**src/rtl/canny_frame_ctrl_pkg.sv**
```systemverilog
// Shared types and sizing helpers for the Canny frame sequencer.
// The DEF_* values mirror the default top-level parameters.
package canny_ctrl_pkg;

   typedef enum logic [2:0] {IDLE, VBLK, LINE, HBLK, FLUSH, DRAIN, DONE} state_e;

   localparam int DEF_H_RES   = 80;
   localparam int DEF_V_RES   = 60;
   localparam int DEF_H_BLANK = 16;
   localparam int FRAME_PIX   = DEF_H_RES * DEF_V_RES;
   localparam int LINE_PERIOD = DEF_H_RES + DEF_H_BLANK;

   function automatic int frame_pix(input int h_res, input int v_res);
      return h_res * v_res;
   endfunction

   function automatic int line_period(input int h_res, input int h_blank);
      return h_res + h_blank;
   endfunction

endpackage

```
**src/rtl/canny_frame_ctrl_if.sv**
```systemverilog
// Bus bundle between the frame sequencer and its RAMs / edge engine.
// The master side belongs to the sequencer; the slave side to the environment.
interface canny_frame_ctrl_if #(
   parameter int WIDTH  = 8,
   parameter int ADDR_W = 13
);
   logic              src_rd_en;
   logic [ADDR_W-1:0] src_rd_addr;
   logic [WIDTH-1:0]  src_rd_data;
   logic              c_vsync;
   logic              c_hsync;
   logic              c_de;
   logic [WIDTH-1:0]  c_data;
   logic              e_vsync;
   logic              e_hsync;
   logic              e_de;
   logic [WIDTH-1:0]  e_data;
   logic              dst_wr_en;
   logic [ADDR_W-1:0] dst_wr_addr;
   logic [WIDTH-1:0]  dst_wr_data;

   modport master (
      output src_rd_en, src_rd_addr, input src_rd_data,
      output c_vsync, c_hsync, c_de, c_data,
      input  e_vsync, e_hsync, e_de, e_data,
      output dst_wr_en, dst_wr_addr, dst_wr_data
   );

   modport slave (
      input  src_rd_en, src_rd_addr, output src_rd_data,
      input  c_vsync, c_hsync, c_de, c_data,
      output e_vsync, e_hsync, e_de, e_data,
      input  dst_wr_en, dst_wr_addr, dst_wr_data
   );
endinterface

```
**src/rtl/canny_frame_ctrl_capture_wr.sv**
```systemverilog
// Captures edge-engine output beats into the destination RAM, one frame's worth;
// beats beyond the frame size are flush residue and are dropped.
module canny_capture_wr #(
   parameter int WIDTH     = 8,
   parameter int ADDR_W    = 13,
   parameter int FRAME_PIX = 4800
) (
   input  logic              clk,
   input  logic              rstn,
   input  logic              clear,
   input  logic              enable,
   input  logic              e_de,
   input  logic [WIDTH-1:0]  e_data,
   output logic              dst_wr_en,
   output logic [ADDR_W-1:0] dst_wr_addr,
   output logic [WIDTH-1:0]  dst_wr_data,
   output logic              full
);
   localparam logic [ADDR_W:0] PIX_LIMIT = (ADDR_W+1)'(FRAME_PIX);

   logic [ADDR_W:0] wr_cnt;

   assign full = (wr_cnt == PIX_LIMIT);

   always_ff @(posedge clk or negedge rstn) begin
      if (!rstn) begin
         wr_cnt      <= '0;
         dst_wr_en   <= 1'b0;
         dst_wr_addr <= '0;
         dst_wr_data <= '0;
      end else if (clear) begin
         wr_cnt    <= '0;
         dst_wr_en <= 1'b0;
      end else if (enable && e_de && (wr_cnt < PIX_LIMIT)) begin
         dst_wr_en   <= 1'b1;
         dst_wr_addr <= wr_cnt[ADDR_W-1:0];
         dst_wr_data <= e_data;
         wr_cnt      <= wr_cnt + 1'b1;
      end else begin
         dst_wr_en <= 1'b0;
      end
   end
endmodule

```
**src/rtl/canny_frame_ctrl.sv**
```systemverilog
// Frame sequencer for the Canny edge stage: streams a source frame with video
// timing, feeds flush lines to drain the line buffers, and captures the result.
module canny_frame_ctrl
   import canny_ctrl_pkg::*;
#(
   parameter int WIDTH       = 8,
   parameter int H_RES       = 80,
   parameter int V_RES       = 60,
   parameter int H_BLANK     = 16,
   parameter int V_BLANK     = 2,
   parameter int FLUSH_LINES = 3,
   parameter int ADDR_W      = 13,
   parameter int TIMEOUT     = 65535
) (
   input  logic               clk,
   input  logic               rstn,
   input  logic               start,
   input  logic               abort,
   output logic               busy,
   output logic               done,
   output logic               error,
   output logic [15:0]        frame_cnt,
   canny_frame_ctrl_if.master bus
);
   localparam int FPIX      = frame_pix(H_RES, V_RES);
   localparam int LPER      = line_period(H_RES, H_BLANK);
   localparam int MAX_LINES = (V_BLANK > FLUSH_LINES) ? V_BLANK : FLUSH_LINES;
   localparam int CNT_W     = $clog2(LPER + 1);
   localparam int ROW_W     = $clog2(V_RES + 1);
   localparam int LN_W      = $clog2(MAX_LINES + 1);
   localparam int TMO_W     = $clog2(TIMEOUT + 1);

   state_e            state, state_nx;
   logic [CNT_W-1:0]  cnt, cnt_nx;
   logic [ROW_W-1:0]  row, row_nx;
   logic [LN_W-1:0]   lines, lines_nx;
   logic [ADDR_W-1:0] rd_addr, rd_addr_nx;
   logic [TMO_W-1:0]  tmo, tmo_nx;
   logic              error_nx;
   logic [15:0]       frame_cnt_nx;
   logic              cap_clr, cap_en, frame_full;
   logic              de1, flush1, vs1, hs1;
   logic              unused_sync;

   // lines counts vblank periods, then is reused to count flush lines
   always_comb begin
      state_nx     = state;
      cnt_nx       = cnt;
      row_nx       = row;
      lines_nx     = lines;
      rd_addr_nx   = rd_addr;
      tmo_nx       = tmo;
      error_nx     = error;
      frame_cnt_nx = frame_cnt;
      cap_clr      = 1'b0;
      if (abort) begin
         state_nx = IDLE;
      end else begin
         case (state)
            IDLE: if (start) begin
               state_nx   = VBLK;
               error_nx   = 1'b0;
               cnt_nx     = '0;
               row_nx     = '0;
               lines_nx   = '0;
               rd_addr_nx = '0;
               cap_clr    = 1'b1;
            end
            VBLK: begin
               cnt_nx = cnt + 1'b1;
               if (cnt == CNT_W'(LPER - 1)) begin
                  cnt_nx = '0;
                  if (lines == LN_W'(V_BLANK - 1)) begin
                     lines_nx = '0;
                     state_nx = LINE;
                  end else begin
                     lines_nx = lines + 1'b1;
                  end
               end
            end
            LINE: begin
               cnt_nx     = cnt + 1'b1;
               rd_addr_nx = rd_addr + 1'b1;
               if (cnt == CNT_W'(H_RES - 1)) begin
                  cnt_nx   = '0;
                  state_nx = HBLK;
               end
            end
            FLUSH: begin
               cnt_nx = cnt + 1'b1;
               if (cnt == CNT_W'(H_RES - 1)) begin
                  cnt_nx   = '0;
                  lines_nx = lines + 1'b1;
                  state_nx = HBLK;
               end
            end
            HBLK: begin
               cnt_nx = cnt + 1'b1;
               if (cnt == CNT_W'(H_BLANK - 1)) begin
                  cnt_nx = '0;
                  if (row < ROW_W'(V_RES - 1)) begin
                     row_nx   = row + 1'b1;
                     state_nx = LINE;
                  end else if (lines < LN_W'(FLUSH_LINES)) begin
                     state_nx = FLUSH;
                  end else begin
                     tmo_nx   = '0;
                     state_nx = DRAIN;
                  end
               end
            end
            DRAIN: begin
               if (frame_full) begin
                  state_nx     = DONE;
                  frame_cnt_nx = frame_cnt + 16'd1;
               end else if (tmo == TMO_W'(TIMEOUT - 1)) begin
                  error_nx = 1'b1;
                  state_nx = IDLE;
               end else begin
                  tmo_nx = tmo + 1'b1;
               end
            end
            DONE:    state_nx = IDLE;
            default: state_nx = IDLE;
         endcase
      end
   end

   always_ff @(posedge clk or negedge rstn) begin
      if (!rstn) begin
         state     <= IDLE;
         cnt       <= '0;
         row       <= '0;
         lines     <= '0;
         rd_addr   <= '0;
         tmo       <= '0;
         error     <= 1'b0;
         frame_cnt <= '0;
      end else begin
         state     <= state_nx;
         cnt       <= cnt_nx;
         row       <= row_nx;
         lines     <= lines_nx;
         rd_addr   <= rd_addr_nx;
         tmo       <= tmo_nx;
         error     <= error_nx;
         frame_cnt <= frame_cnt_nx;
      end
   end

   assign busy            = (state != IDLE);
   assign done            = (state == DONE);
   assign bus.src_rd_en   = (state == LINE);
   assign bus.src_rd_addr = (state == LINE) ? rd_addr : '0;
   assign cap_en          = busy && (state != DONE) && !abort;
   assign unused_sync     = bus.e_vsync ^ bus.e_hsync;

   // Two stages so the pixel lines up with RAM data that returns one cycle after the read
   always_ff @(posedge clk or negedge rstn) begin
      if (!rstn) begin
         de1         <= 1'b0;
         flush1      <= 1'b0;
         vs1         <= 1'b0;
         hs1         <= 1'b0;
         bus.c_de    <= 1'b0;
         bus.c_vsync <= 1'b0;
         bus.c_hsync <= 1'b0;
         bus.c_data  <= '0;
      end else if (abort) begin
         de1         <= 1'b0;
         flush1      <= 1'b0;
         vs1         <= 1'b0;
         hs1         <= 1'b0;
         bus.c_de    <= 1'b0;
         bus.c_vsync <= 1'b0;
         bus.c_hsync <= 1'b0;
         bus.c_data  <= '0;
      end else begin
         de1         <= (state == LINE) || (state == FLUSH);
         flush1      <= (state == FLUSH);
         vs1         <= (state == VBLK);
         hs1         <= (state == HBLK);
         bus.c_de    <= de1;
         bus.c_vsync <= vs1;
         bus.c_hsync <= hs1;
         bus.c_data  <= (de1 && !flush1) ? bus.src_rd_data : '0;
      end
   end

   canny_capture_wr #(
      .WIDTH     (WIDTH),
      .ADDR_W    (ADDR_W),
      .FRAME_PIX (FPIX)
   ) u_capture (
      .clk         (clk),
      .rstn        (rstn),
      .clear       (cap_clr),
      .enable      (cap_en),
      .e_de        (bus.e_de),
      .e_data      (bus.e_data),
      .dst_wr_en   (bus.dst_wr_en),
      .dst_wr_addr (bus.dst_wr_addr),
      .dst_wr_data (bus.dst_wr_data),
      .full        (frame_full)
   );
endmodule

```
**src/flat_wrapper.sv**
```systemverilog
// flat-port wrapper written by rule: the top's interface ports become plain ports
module canny_frame_ctrl_flat import canny_ctrl_pkg::*;
#(
   parameter int WIDTH       = 8,
   parameter int H_RES       = 80,
   parameter int V_RES       = 60,
   parameter int H_BLANK     = 16,
   parameter int V_BLANK     = 2,
   parameter int FLUSH_LINES = 3,
   parameter int ADDR_W      = 13,
   parameter int TIMEOUT     = 65535
)
  (clk, rstn, start, abort, busy, done, error, frame_cnt, bus_src_rd_en, bus_src_rd_addr, bus_src_rd_data, bus_c_vsync, bus_c_hsync, bus_c_de, bus_c_data, bus_e_vsync, bus_e_hsync, bus_e_de, bus_e_data, bus_dst_wr_en, bus_dst_wr_addr, bus_dst_wr_data);
  canny_frame_ctrl_if #(.WIDTH(WIDTH), .ADDR_W(ADDR_W)) bus_i ();
  input  logic clk;
  input  logic rstn;
  input  logic start;
  input  logic abort;
  output logic busy;
  output logic done;
  output logic error;
  output logic [15:0] frame_cnt;
  output wire logic [$bits(bus_i.src_rd_en)-1:0] bus_src_rd_en;
  output wire logic [$bits(bus_i.src_rd_addr)-1:0] bus_src_rd_addr;
  input wire logic [$bits(bus_i.src_rd_data)-1:0] bus_src_rd_data;
  output wire logic [$bits(bus_i.c_vsync)-1:0] bus_c_vsync;
  output wire logic [$bits(bus_i.c_hsync)-1:0] bus_c_hsync;
  output wire logic [$bits(bus_i.c_de)-1:0] bus_c_de;
  output wire logic [$bits(bus_i.c_data)-1:0] bus_c_data;
  input wire logic [$bits(bus_i.e_vsync)-1:0] bus_e_vsync;
  input wire logic [$bits(bus_i.e_hsync)-1:0] bus_e_hsync;
  input wire logic [$bits(bus_i.e_de)-1:0] bus_e_de;
  input wire logic [$bits(bus_i.e_data)-1:0] bus_e_data;
  output wire logic [$bits(bus_i.dst_wr_en)-1:0] bus_dst_wr_en;
  output wire logic [$bits(bus_i.dst_wr_addr)-1:0] bus_dst_wr_addr;
  output wire logic [$bits(bus_i.dst_wr_data)-1:0] bus_dst_wr_data;
  assign bus_src_rd_en = bus_i.src_rd_en;
  assign bus_src_rd_addr = bus_i.src_rd_addr;
  assign bus_i.src_rd_data = bus_src_rd_data;
  assign bus_c_vsync = bus_i.c_vsync;
  assign bus_c_hsync = bus_i.c_hsync;
  assign bus_c_de = bus_i.c_de;
  assign bus_c_data = bus_i.c_data;
  assign bus_i.e_vsync = bus_e_vsync;
  assign bus_i.e_hsync = bus_e_hsync;
  assign bus_i.e_de = bus_e_de;
  assign bus_i.e_data = bus_e_data;
  assign bus_dst_wr_en = bus_i.dst_wr_en;
  assign bus_dst_wr_addr = bus_i.dst_wr_addr;
  assign bus_dst_wr_data = bus_i.dst_wr_data;
  canny_frame_ctrl #(.WIDTH(WIDTH), .H_RES(H_RES), .V_RES(V_RES), .H_BLANK(H_BLANK), .V_BLANK(V_BLANK), .FLUSH_LINES(FLUSH_LINES), .ADDR_W(ADDR_W), .TIMEOUT(TIMEOUT)) u_core (.clk(clk), .rstn(rstn), .start(start), .abort(abort), .busy(busy), .done(done), .error(error), .frame_cnt(frame_cnt), .bus(bus_i));
endmodule
```
**config.mk**
```make
export PLATFORM = sky130hd
export DESIGN_NAME = canny_frame_ctrl_flat
export DESIGN_NICKNAME = d
export VERILOG_FILES = /design/src/rtl/canny_frame_ctrl_pkg.sv /design/src/rtl/canny_frame_ctrl_if.sv /design/src/rtl/canny_frame_ctrl_capture_wr.sv /design/src/rtl/canny_frame_ctrl.sv /design/src/flat_wrapper.sv
export SDC_FILE = /design/constraint.sdc
export NUM_CORES = 1
export LEC_CHECK = 0
export CORE_ASPECT_RATIO = 0.9
export CORE_MARGIN = 5
export CORE_UTILIZATION = 29
export DETAILED_ROUTE_END_ITERATION = 16
export PLACE_DENSITY = 0.58
export SYNTH_ARGS = -nofsm -noshare
export SYNTH_HDL_FRONTEND = slang
export SYNTH_SLANG_ARGS = --single-unit
```
**constraint.sdc**
```tcl
create_clock -name clk -period 2.1 [get_ports clk]
set_clock_uncertainty 0.1 [all_clocks]
set_input_delay 0.21 -clock clk [delete_from_list [all_inputs] [get_ports clk]]
set_output_delay 0.21 -clock clk [all_outputs]
set_load 0.03 [all_outputs]
```
==> summary.txt <==
Outcome
  – Status: finished with violations
  – Failing checks: negative setup slack

Placed design
  – Pre-CTS WS: -111 ps
  – Placed cell area: around 7600 um^2
  – DP Cell Count: approximately 1000
  – Placer Congestion: between 0.8 and 0.9
  – PortBufs: 86
  – Final HPWL DP: ~11000 um

Worst hold path
  – Hold WC Path Type: input port to async pin

Synthesis
  – Seq/Total Area, Yosys: 49.7%
  – Mapped Cells: between 600 and 700
  – Mean Syn Cell Area: 9.38 um^2
  – Fraction of synthesis flops using an asynchronous set or reset pin: 100%
  – Synthesized Nets: 652
  – Yosys warnings: 0
  – Top FF cell, synth: dfrtp_1
  – Largest area contributor in the netlist: dfrtp_1
  – #FFs+latches synth: ~120
  – EDFF count, synth: 0
  – Cell area after synthesis: 5800 um^2
  – Synth top area share: between 40% and 50%
  – Synth area leaders: dfrtp_1 (50%), nand2_1 (7.8%), xnor2_1 (2.9%), nor2_1 (2.7%), nand3_1 (2.5%)
  – Netlist cell types: 67

Routing
  – DRT iter0 DRCs: 260
  – Via count: ~5000
  – DRC: 0
  – DRT Wirelength: 15100 um
  – Pre-antenna DRT Iters: 5
  – Wire per inst: between 10 and 15 um
  – Antenna viol nets, final: 0
  – Vias/cell: approximately 4.7

Global routing
  – First-pass GRT wire length: 25200 um
  – Grt ovf: 0
  – Largest net degree at the start of global routing: slightly below 50
  – Initial antenna violation count: 0
  – GRT Total Usage: a little over an eighth
  – Vias in the first global route: 4816

Cells and area
  – Commonest non-fill, non-tap cell in the layout: nand2_1
  – Filler cell count: roughly 1900
  – Commonest cells after routing, fill and taps aside: nand2_1 (119), dfrtp_1 (112), buf_4 (90)
  – Non-filler cells, final: 1052
  – Fraction of layout cells with a size suffix above 1: between 20% and 30%
  – Post-route cell area: 8350 um^2
  – Layout area overhead: 44.1%
  – Nets: between 800 and 900
  – N_diodes: 0

Critical path
  – Worst-path maximum fanout: 6
  – Critical path arrival: approximately 2400 ps
  – R2R setup slack: -60 ps
  – Delay of the slowest critical-path stage: roughly 570 ps
  – Crit-path cells: ha_4, nand4b_4, or4b_4, a211o_1, or3_1, nand2_1
  – Worst setup SP type: flip-flop
  – Critical path buffer and inverter count: 0
  – Setup crit end kind: flip-flop
  – Critical path class: flip-flop to flip-flop
  – Worst path slowest cell: or4b_4
  – CP delay by family, top: simple AND/OR/NAND/NOR gates
  – Worst EP required: ~2400 ps

Floorplan
  – Die W: between 150 and 200 um
  – Die ar.: roughly 23000 um^2
  – Starting density of the core: ~30%
  – Core Area: roughly 20000 um^2
  – Chip Height: between 100 and 150 um
  – I/O pins: 89
  – # rows: between 40 and 50

CTS
  – CTS tree: done
  – Worst-Skew Late Latency: 420 ps
  – TritonCTS Buffers: 17
  – Worst-case clock buffer depth: 2
  – Clock Sinks: between 100 and 150
  – Clk slew on worst S/H paths: 50 ps
  – Root Driver: clkbuf_16
  – H-tree levels: 4

Power
  – Clk pwr share: roughly 37%
  – Logic pwr share: just under 30%
  – Leak Pwr: slightly below 0.004 uW
  – Tot Pwr: between 7000 and 8000 uW
  – Switching share of power: around a third
  – Seq pwr share: 33.8%
  – Maximum vdd drop: 365 uV
  – Cell Pwr Density: roughly 910 nW/um^2
  – Internal power: roughly 5200 uW
  – Net Sw Power: about 2400 uW

STA
  – Fin. max-slew vios: 0
  – Slew @ Worst Pin: about 500 ps
  – Headroom to the max-slew limit: about two thirds
  – RSZ-0062 raised after global routing: yes
  – Final setup margin: -56.5 ps
  – Fin crit share: 103%
  – Final worst path period need: roughly 2200 ps
  – F_max: roughly 460 MHz
  – Final hold viol count: 0
  – Final-report setup violation count: 1

Flow run
  – Max_cap viols: 0
## repair_timing
item	4_1_cts	5_1_grt
hold buffers	1	0
gates resized for setup	9	30
setup endpoints to repair	34	46
cloned	1	0
buffers inserted	3	2
pin swaps	5	3
endpoints found under the hold margin	111	0
## worst paths after layout
path,from,to,cells after the start
worst max-delay path,u_core.cnt[1],u_core.row[0],6
worst min-delay path,rstn,u_core.u_capture.dst_wr_data[6],2
worst max register to register,u_core.cnt[1],u_core.row[0],6
worst min register to register,u_core.vs1,u_core.bus.c_vsync,1
max in group asynchronous,rstn,u_core.state[2],3
min in group clk,bus_e_data[2],u_core.u_capture.dst_wr_data[2],3
## power by group through the flow
stage	clock network [uW]	logic, uW	registers, uW
final	2780	2250	2570
after global routing	2950	2450	2590
after CTS	2860	2160	2560
after detailed placement	0	2090	2590
after global placement	0	2080	2580
after floorplan	0	872	2770
## cells in the mapped netlist (all sizes together), types with 2 or more instances
| cell type | n |
|---|---|
| clkbuf | 22 |
| a21bo | 4 |
| buf | 8 |
| or3 | 7 |
| nor2 | 42 |
| mux2i | 9 |
| xnor2 | 19 |
| nand3b | 3 |
| nand2b | 5 |
| inv | 17 |
| and2 | 14 |
| o2111ai | 3 |
| o22a | 13 |
| a21oi | 11 |
| a211oi | 2 |
| o211ai | 4 |
| a211o | 2 |
| and4 | 2 |
| nand3 | 30 |
| o22ai | 2 |
| mux2 | 2 |
| a31oi | 6 |
| nor4 | 8 |
| nor3b | 5 |
| nand4 | 15 |
| a21o | 3 |
| a22o | 2 |
| nor3 | 20 |
| nand2 | 121 |
| dfrtp | 115 |
| o21ai | 28 |
| nor2b | 8 |
| or2 | 3 |
| xor2 | 10 |
| ha | 11 |
| or4 | 2 |
| and3 | 24 |
## kinds of logic (layout without fill, tap and decap cells)
group                      Yosys count  in the layout  synth area share, %
buffers and inverters               47            226                 3.41
AOI/OAI and AO/OA                   90             90                 10.8
DFF                                115            115                 49.7
and+or+nand+nor                    315            315                 27.5
xor gates and xnor gates            29             29                 4.38
muxes                               11             11                 1.94
adders and majority gates           11             11                 2.37
## flip-flops by register name, summed over array words and instances (netlist names), 2 cells and up
signal and count:
u_core.frame_cnt 16, u_core.tmo 16, u_core.u_capture.wr_cnt 14, u_core.rd_addr 13
u_core.u_capture.dst_wr_addr 13, u_core.bus.c_data 8, u_core.u_capture.dst_wr_data 8, u_core.cnt 7
u_core.row 6, u_core.state 3, u_core.lines 2
## routing by layer
layer	part of all wire (%)	track usage [%]	wire, um	up-vias
li1	-	-	-	2493
met5	0	0	0	-
met1	50	18.4	7510	2368
met3	4.3	3.85	646	13
met4	0.68	3.86	102	0
met2	45	20.7	6850	108
## per-stage QoR
step	hold slack, ps	util [%]	setup TNS [ps]
final	162	42.2	-56.5
after detailed placement	52.7	38.3	-727
after global placement	54.1	38.3	-112
after CTS	153	41.5	-104
after global routing	194	42.2	-1150
after floorplan	-186	-	-47.9
## area by class of cell
class / instances / area [um^2] / area share [%]
sequential: 115 / 2880 / 34.5
tap: 255 / 319 / 3.82
multi-input combinational: 456 / 2840 / 34.0
timing repair buffer: 177 / 1670 / 20.0
clock inverter: 10 / 100 / 1.20
clock buffer: 22 / 474 / 5.68
inverter: 17 / 63.8 / 0.764
(Power assumes the default switching activity.)
